File: src/rtl/mii_rx_fsm_pkg.sv
// rtl/mii_rx_fsm_pkg.sv - shared state encodings, nibble codes and ctrl-block field offsets
package mii_rx_fsm_pkg;

    typedef enum logic [2:0] {
        ST_IDLE = 3'd0,
        ST_PRE  = 3'd1,
        ST_DATA = 3'd2,
        ST_DROP = 3'd3,
        ST_DONE = 3'd4
    } rx_state_e;

    localparam logic [3:0] PRE_NIBBLE = 4'h5;
    localparam logic [3:0] SFD_NIBBLE = 4'hD;

    localparam int SEQ_MSB = 23;
    localparam int SEQ_LSB = 12;
    localparam int ERR_BIT = 11;
    localparam int LEN_MSB = 10;

endpackage

File: src/rtl/rx_nibble_packer.sv
// rtl/rx_nibble_packer.sv - pairs low/high nibbles into a registered byte with a one-cycle strobe
module rx_nibble_packer (
    input  logic       clk,
    input  logic       rst,
    input  logic       nib_valid,
    input  logic       clear,
    input  logic [3:0] nib,
    output logic [7:0] byte_data,
    output logic       byte_valid,
    output logic       phase
);

    logic       phase_q, phase_d;
    logic [3:0] lo_q, lo_d;
    logic [7:0] byte_q, byte_d;
    logic       byte_valid_q, byte_valid_d;

    always_ff @(posedge clk or posedge rst) begin
        if (rst) begin
            phase_q      <= 1'b0;
            lo_q         <= 4'h0;
            byte_q       <= 8'h00;
            byte_valid_q <= 1'b0;
        end else begin
            phase_q      <= phase_d;
            lo_q         <= lo_d;
            byte_q       <= byte_d;
            byte_valid_q <= byte_valid_d;
        end
    end

    // byte_q is deliberately left alone on clear so the last byte stays visible
    always_comb begin
        phase_d      = phase_q;
        lo_d         = lo_q;
        byte_d       = byte_q;
        byte_valid_d = 1'b0;
        if (clear) begin
            phase_d = 1'b0;
        end else if (nib_valid) begin
            if (!phase_q) begin
                lo_d    = nib;
                phase_d = 1'b1;
            end else begin
                byte_d       = {nib, lo_q};
                byte_valid_d = 1'b1;
                phase_d      = 1'b0;
            end
        end
    end

    assign byte_data  = byte_q;
    assign byte_valid = byte_valid_q;
    assign phase      = phase_q;

endmodule

File: src/rtl/mii_rx_fsm.sv
// rtl/mii_rx_fsm.sv - MII nibble receiver: preamble/SFD strip, byte assembly, per-frame ctrl block
module mii_rx_fsm
    import mii_rx_fsm_pkg::*;
#(
    parameter int MIN_PRE = 7,
    parameter int MIN_LEN = 64,
    parameter int MAX_LEN = 1518
) (
    input  logic        clk_phy,
    input  logic        reset,
    input  logic        rx_dv_in,
    input  logic [3:0]  data_in,
    output logic [7:0]  data_out,
    output logic        wren_data_out,
    output logic [23:0] ctrl_block_out,
    output logic        wren_ctrl_out,
    output logic [11:0] frame_seq_out,
    output logic        rcv_done_out
);

    localparam logic [3:0]  MIN_PRE_L = 4'(MIN_PRE);
    localparam logic [10:0] MIN_LEN_L = 11'(MIN_LEN);
    localparam logic [10:0] MAX_LEN_L = 11'(MAX_LEN);

    rx_state_e   state_q, state_d;
    logic [3:0]  pre_cnt_q, pre_cnt_d;
    logic [10:0] len_q, len_d;
    logic        err_q, err_d;
    logic        started_q, started_d;
    logic [11:0] seq_q, seq_d;
    logic [23:0] ctrl_q, ctrl_d;
    logic        done_q, done_d;

    logic        nib_valid;
    logic        pk_clear;
    logic        pk_phase;
    logic [7:0]  pk_byte;
    logic        pk_byte_valid;

    rx_nibble_packer u_packer (
        .clk        (clk_phy),
        .rst        (reset),
        .nib_valid  (nib_valid),
        .clear      (pk_clear),
        .nib        (data_in),
        .byte_data  (pk_byte),
        .byte_valid (pk_byte_valid),
        .phase      (pk_phase)
    );

    always_ff @(posedge clk_phy or posedge reset) begin
        if (reset) begin
            state_q   <= ST_IDLE;
            pre_cnt_q <= 4'd0;
            len_q     <= 11'd0;
            err_q     <= 1'b0;
            started_q <= 1'b0;
            seq_q     <= 12'd0;
            ctrl_q    <= 24'd0;
            done_q    <= 1'b0;
        end else begin
            state_q   <= state_d;
            pre_cnt_q <= pre_cnt_d;
            len_q     <= len_d;
            err_q     <= err_d;
            started_q <= started_d;
            seq_q     <= seq_d;
            ctrl_q    <= ctrl_d;
            done_q    <= done_d;
        end
    end

    always_comb begin
        state_d   = state_q;
        pre_cnt_d = pre_cnt_q;
        len_d     = len_q;
        err_d     = err_q;
        started_d = started_q;
        seq_d     = seq_q;
        ctrl_d    = ctrl_q;
        done_d    = 1'b0;
        nib_valid = 1'b0;
        pk_clear  = 1'b0;
        case (state_q)
            ST_IDLE: begin
                if (rx_dv_in) begin
                    if (data_in == PRE_NIBBLE) begin
                        state_d   = ST_PRE;
                        pre_cnt_d = 4'd1;
                    end else begin
                        state_d   = ST_DROP;
                        started_d = 1'b0;
                    end
                end
            end
            ST_PRE: begin
                if (!rx_dv_in) begin
                    state_d = ST_IDLE;
                end else if (data_in == PRE_NIBBLE) begin
                    if (pre_cnt_q != 4'hF) pre_cnt_d = pre_cnt_q + 4'd1;
                end else if (data_in == SFD_NIBBLE && pre_cnt_q >= MIN_PRE_L) begin
                    state_d   = ST_DATA;
                    len_d     = 11'd0;
                    err_d     = 1'b0;
                    started_d = 1'b1;
                    pk_clear  = 1'b1;
                end else begin
                    state_d   = ST_DROP;
                    started_d = 1'b0;
                end
            end
            ST_DATA: begin
                if (!rx_dv_in) begin
                    state_d = ST_DONE;
                    if (pk_phase || len_q < MIN_LEN_L) err_d = 1'b1;
                end else if (pk_phase) begin
                    // an over-long frame is truncated at MAX_LEN and drained in DROP
                    if (len_q == MAX_LEN_L) begin
                        err_d   = 1'b1;
                        state_d = ST_DROP;
                    end else begin
                        nib_valid = 1'b1;
                        len_d     = len_q + 11'd1;
                    end
                end else begin
                    nib_valid = 1'b1;
                end
            end
            ST_DROP: begin
                if (!rx_dv_in) state_d = started_q ? ST_DONE : ST_IDLE;
            end
            ST_DONE: begin
                ctrl_d[SEQ_MSB:SEQ_LSB] = seq_q;
                ctrl_d[ERR_BIT]         = err_q;
                ctrl_d[LEN_MSB:0]       = len_q;
                done_d                  = 1'b1;
                seq_d                   = seq_q + 12'd1;
                started_d               = 1'b0;
                state_d                 = ST_IDLE;
            end
            default: state_d = ST_IDLE;
        endcase
    end

    assign data_out       = pk_byte;
    assign wren_data_out  = pk_byte_valid;
    assign ctrl_block_out = ctrl_q;
    assign wren_ctrl_out  = done_q;
    assign rcv_done_out   = done_q;
    assign frame_seq_out  = seq_q;

endmodule

File: config.mk
export PLATFORM = sky130hd
export DESIGN_NAME = mii_rx_fsm
export DESIGN_NICKNAME = d
export VERILOG_FILES = /design/src/rtl/mii_rx_fsm_pkg.sv /design/src/rtl/rx_nibble_packer.sv /design/src/rtl/mii_rx_fsm.sv
export SDC_FILE = /design/constraint.sdc
export NUM_CORES = 1
export LEC_CHECK = 0
export CAP_MARGIN = 20
export CORE_MARGIN = 5
export CORE_UTILIZATION = 53
export DETAILED_ROUTE_END_ITERATION = 12
export HOLD_SLACK_MARGIN = 0.1
export PLACE_DENSITY = 0.8
export SLEW_MARGIN = 40
export SYNTH_ARGS = -nofsm -noshare
export SYNTH_HDL_FRONTEND = slang
export SYNTH_SLANG_ARGS = --single-unit
File: constraint.sdc
create_clock -name clk_phy -period 2.5 [get_ports clk_phy]
set_input_delay 0.5 -clock clk_phy [delete_from_list [all_inputs] [get_ports clk_phy]]
set_output_delay 0.5 -clock clk_phy [all_outputs]
set_load 0.01 [all_outputs]
==> results_dict.tcl <==
set metrics [dict create \
    netlist_area_um2 3208 \
    critPathCapture "u_packer.byte_data[4]" \
    num_io_pins 54 \
    cts_buffer_depth 2 \
    cts_tree "yes" \
    final_cell_mix "dfrtp_1, clkdlybuf4s50_1, mux2_2, nand2_1, nor2_1" \
    cp.arrival_ns 2.37 \
    r2r.worst_path.cells 5 \
    grt_pass1_wl_um 10770 \
    synth-xor-area-share_pct 4.914 \
    antenna_found_initial 0 \
    cp-startpoint "state_q[1]" \
    yosys_warnings 0 \
    seq_area_frac_synth_pct 55.38 \
    leakagePower_nw 1.772 \
    clock_skew_ns 0.009087 \
    clock-sinks 71 \
    grt_pass1_vias 2119 \
    async_flop_share_pct 100.0 \
    postCtsSetupRepairBufs 0 \
    max_slew_margin_pct 70.31 \
    clk_pin_slew_ns 0.07 \
    clkLatencyLatePin_ns 0.34 \
    ant_nets 0 \
    met3_usage_pct 3.669 \
    drt_wl_total_um 6346 \
    critPathKind "reg -> reg" \
    crit_path_end_kind "flip-flop" \
    syn2layout_area_growth_pct 26.29 \
    cts-buffers-inserted 9 \
    hold_viol_final 0 \
    via_count 2221 \
    dp_cells 390 \
    place_area_um2 3854 \
    synth.distinct_cells 45 \
    clock.fmax_mhz 463.3 \
    finalSetupTns_ns 0 \
    grt_max_degree 72 \
    power_mw 3.020 \
    finalCritPeriodShare_pct 86.34 \
    syn_nets 276 \
    port_buffers 53 \
    synthCells 265 \
    final_cells 406 \
    core-area_um2 5921 \
    synth_edf_count 0 \
    cts_resized 0 \
    crit_fanout 11 \
    start_util_pct 54.18 \
    status "finished clean" \
    die_h_um 87.80 \
    drc 0 \
    synth_largest_area_cell "dfrtp_1" \
    grt_use_met2_pct 27.26 \
    rrSetupSlack_ns 0.34 \
    mostFrequentLayoutCell "dfrtp_1" \
    synth_compound_area_share_pct 7.644 \
    ys.flop_type "dfrtp_1" \
    num_antenna_cells 0 \
    dp_hpwl_um 4421 \
    drt_iter0_markers 143 \
    powerDensity_nw_per_um2 745.3 \
    hold_ws_ns 0.5049 \
    netlist_top_cells_area "dfrtp_1, mux2_2, xnor2_1, nand2_1, o21ai_0" \
    fin_area_um2 4051 \
    die_area_um2 7709 \
    grt_busiest_layer "met2" \
    final_net_count 337 \
    die_w_um 87.80 \
    r2r_start "state_q[1]" \
    synth_seq_cells 71 \
    cp_data_required_time_ns 2.71 \
    avgSynthCellArea_um2 12.11 \
    r2r-end "u_packer.byte_data[4]" \
    synth.area.mux_share_pct 12.99 \
    h-tree-depth 3 \
    finalMaxSlewViolations 0 \
    grt_overflow 0 \
    synth.top_cell.area_share_pct 55.38 \
    rsz0062_at_grt "no" \
    peakVddDrop_mv 0.5824 \
    firstDrtPassIters 4 \
    cts-root-buf "clkbuf_8" \
    min_period_ns 2.159 \
    hold_path_class "reg -> reg" \
    synth-adder-area-share_pct 1.560 \
    tightest_slew_ns 0.4417 \
    cap_violations 0 \
    place_congestion 0.8360 \
    ctsHoldBuffers 0 \
    fillers 443 \
    setup_viol 0 \
    drt-vias-per-instance 5.470 \
    grt_usage_pct 18.16 \
    met1_usage_pct 25.86 \
    rows 28 \
    cp-start-kind "flip-flop" \
    synth_top_family_by_area "simple AND/OR/NAND/NOR gates" \
    wire_per_inst_um 15.63 \
    synthSimpleGateAreaFrac_pct 15.05 \
    drive_gt1_share_pct 21.45 \
]
## where the power goes
group | switching, mW | internal, mW | leakage [nW]
clock network | 0.417 | 0.482 | 0.0981
registers | 0.157 | 1.33 | 0.947
logic | 0.246 | 0.383 | 0.726
## synthesized netlist by cell type (3+ instances only)
| library cell | count |
|---|---|
| mux2_2 | 37 |
| xor2_1 | 6 |
| nor3_1 | 4 |
| and3_1 | 4 |
| clkbuf_1 | 3 |
| nand4_1 | 4 |
| a21oi_1 | 10 |
| xnor2_1 | 12 |
| dfrtp_1 | 71 |
| nor2_1 | 15 |
| nand2_1 | 18 |
| nor3b_1 | 4 |
| nand3_1 | 11 |
| inv_1 | 6 |
| buf_2 | 6 |
| ha_1 | 4 |
| o21ai_0 | 12 |
## critical path, cell delays in order, from the launching register on
cell      delay (ns)
dfrtp_1         0.53
nor3b_2         0.35
nand3_2         0.29
a211oi_4        0.30
buf_4           0.21
mux2_2          0.35
## registers in the layout, indices dropped and copies added (netlist names)
| register | count |
|---|---|
| pre_cnt_q | 4 |
| u_packer.lo_q | 4 |
| ctrl_block_out | 24 |
| len_q | 11 |
| u_packer.phase | 1 |
| started_q | 1 |
| u_packer.byte_data | 8 |
| rcv_done_out | 1 |
| state_q | 3 |
| err_q | 1 |
| u_packer.byte_valid | 1 |
| frame_seq_out | 12 |
## cell families (layout without fill, tap and decap cells)
group / after synthesis / after routing
flip-flops: 71 / 71
adder cells (fa/ha/maj): 4 / 4
AND/OR/NAND/NOR: 82 / 82
buffers and inverters: 17 / 83
multiplexers: 37 / 37
AO/OA/AOI/OAI: 36 / 36
XOR/XNOR: 18 / 18
## layer usage
metal  vias up  part of all wire (%)
li1       1070                     -
met2        53                    48
met3         6                   4.1
met4         0                   1.4
met5         -                     0
met1      1092                    47
## cell type report
| type | instances | area (um^2) | area share, % |
|---|---|---|---|
| well taps | 75 | 93.84 | 2.316 |
| multi-input cells | 177 | 1358 | 33.51 |
| clock inverters | 6 | 60.06 | 1.482 |
| repair buffers | 61 | 603.1 | 14.89 |
| clock buffers | 10 | 137.6 | 3.397 |
| flip-flops and latches | 71 | 1777 | 43.85 |
| inverters | 6 | 22.52 | 0.5559 |
## worst min-delay path by stage
stage	startpoint	to	slack [ns]	cells past startpoint
6_report	u_packer.lo_q[2]	u_packer.byte_data[2]	0.50	1
5_1_grt	ctrl_block_out[3]	ctrl_block_out[3]	0.53	1
4_1_cts	u_packer.lo_q[2]	u_packer.byte_data[2]	0.51	1
3_5_place_dp	u_packer.lo_q[1]	u_packer.byte_data[1]	0.49	1
3_3_place_gp	u_packer.lo_q[1]	u_packer.byte_data[1]	0.48	1
2_1_floorplan	err_q	err_q	0.46	2
## per-stage QoR
step	util [%]	setup WS [ns]
6_report	68.43	0.3414
5_1_grt	68.43	0.1921
4_1_cts	68.43	0.3351
3_5_place_dp	65.09	0.1779
3_3_place_gp	65.09	0.2394
2_1_floorplan	-	0.2034
No activity file was read; power rests on OpenSTA's default activity.
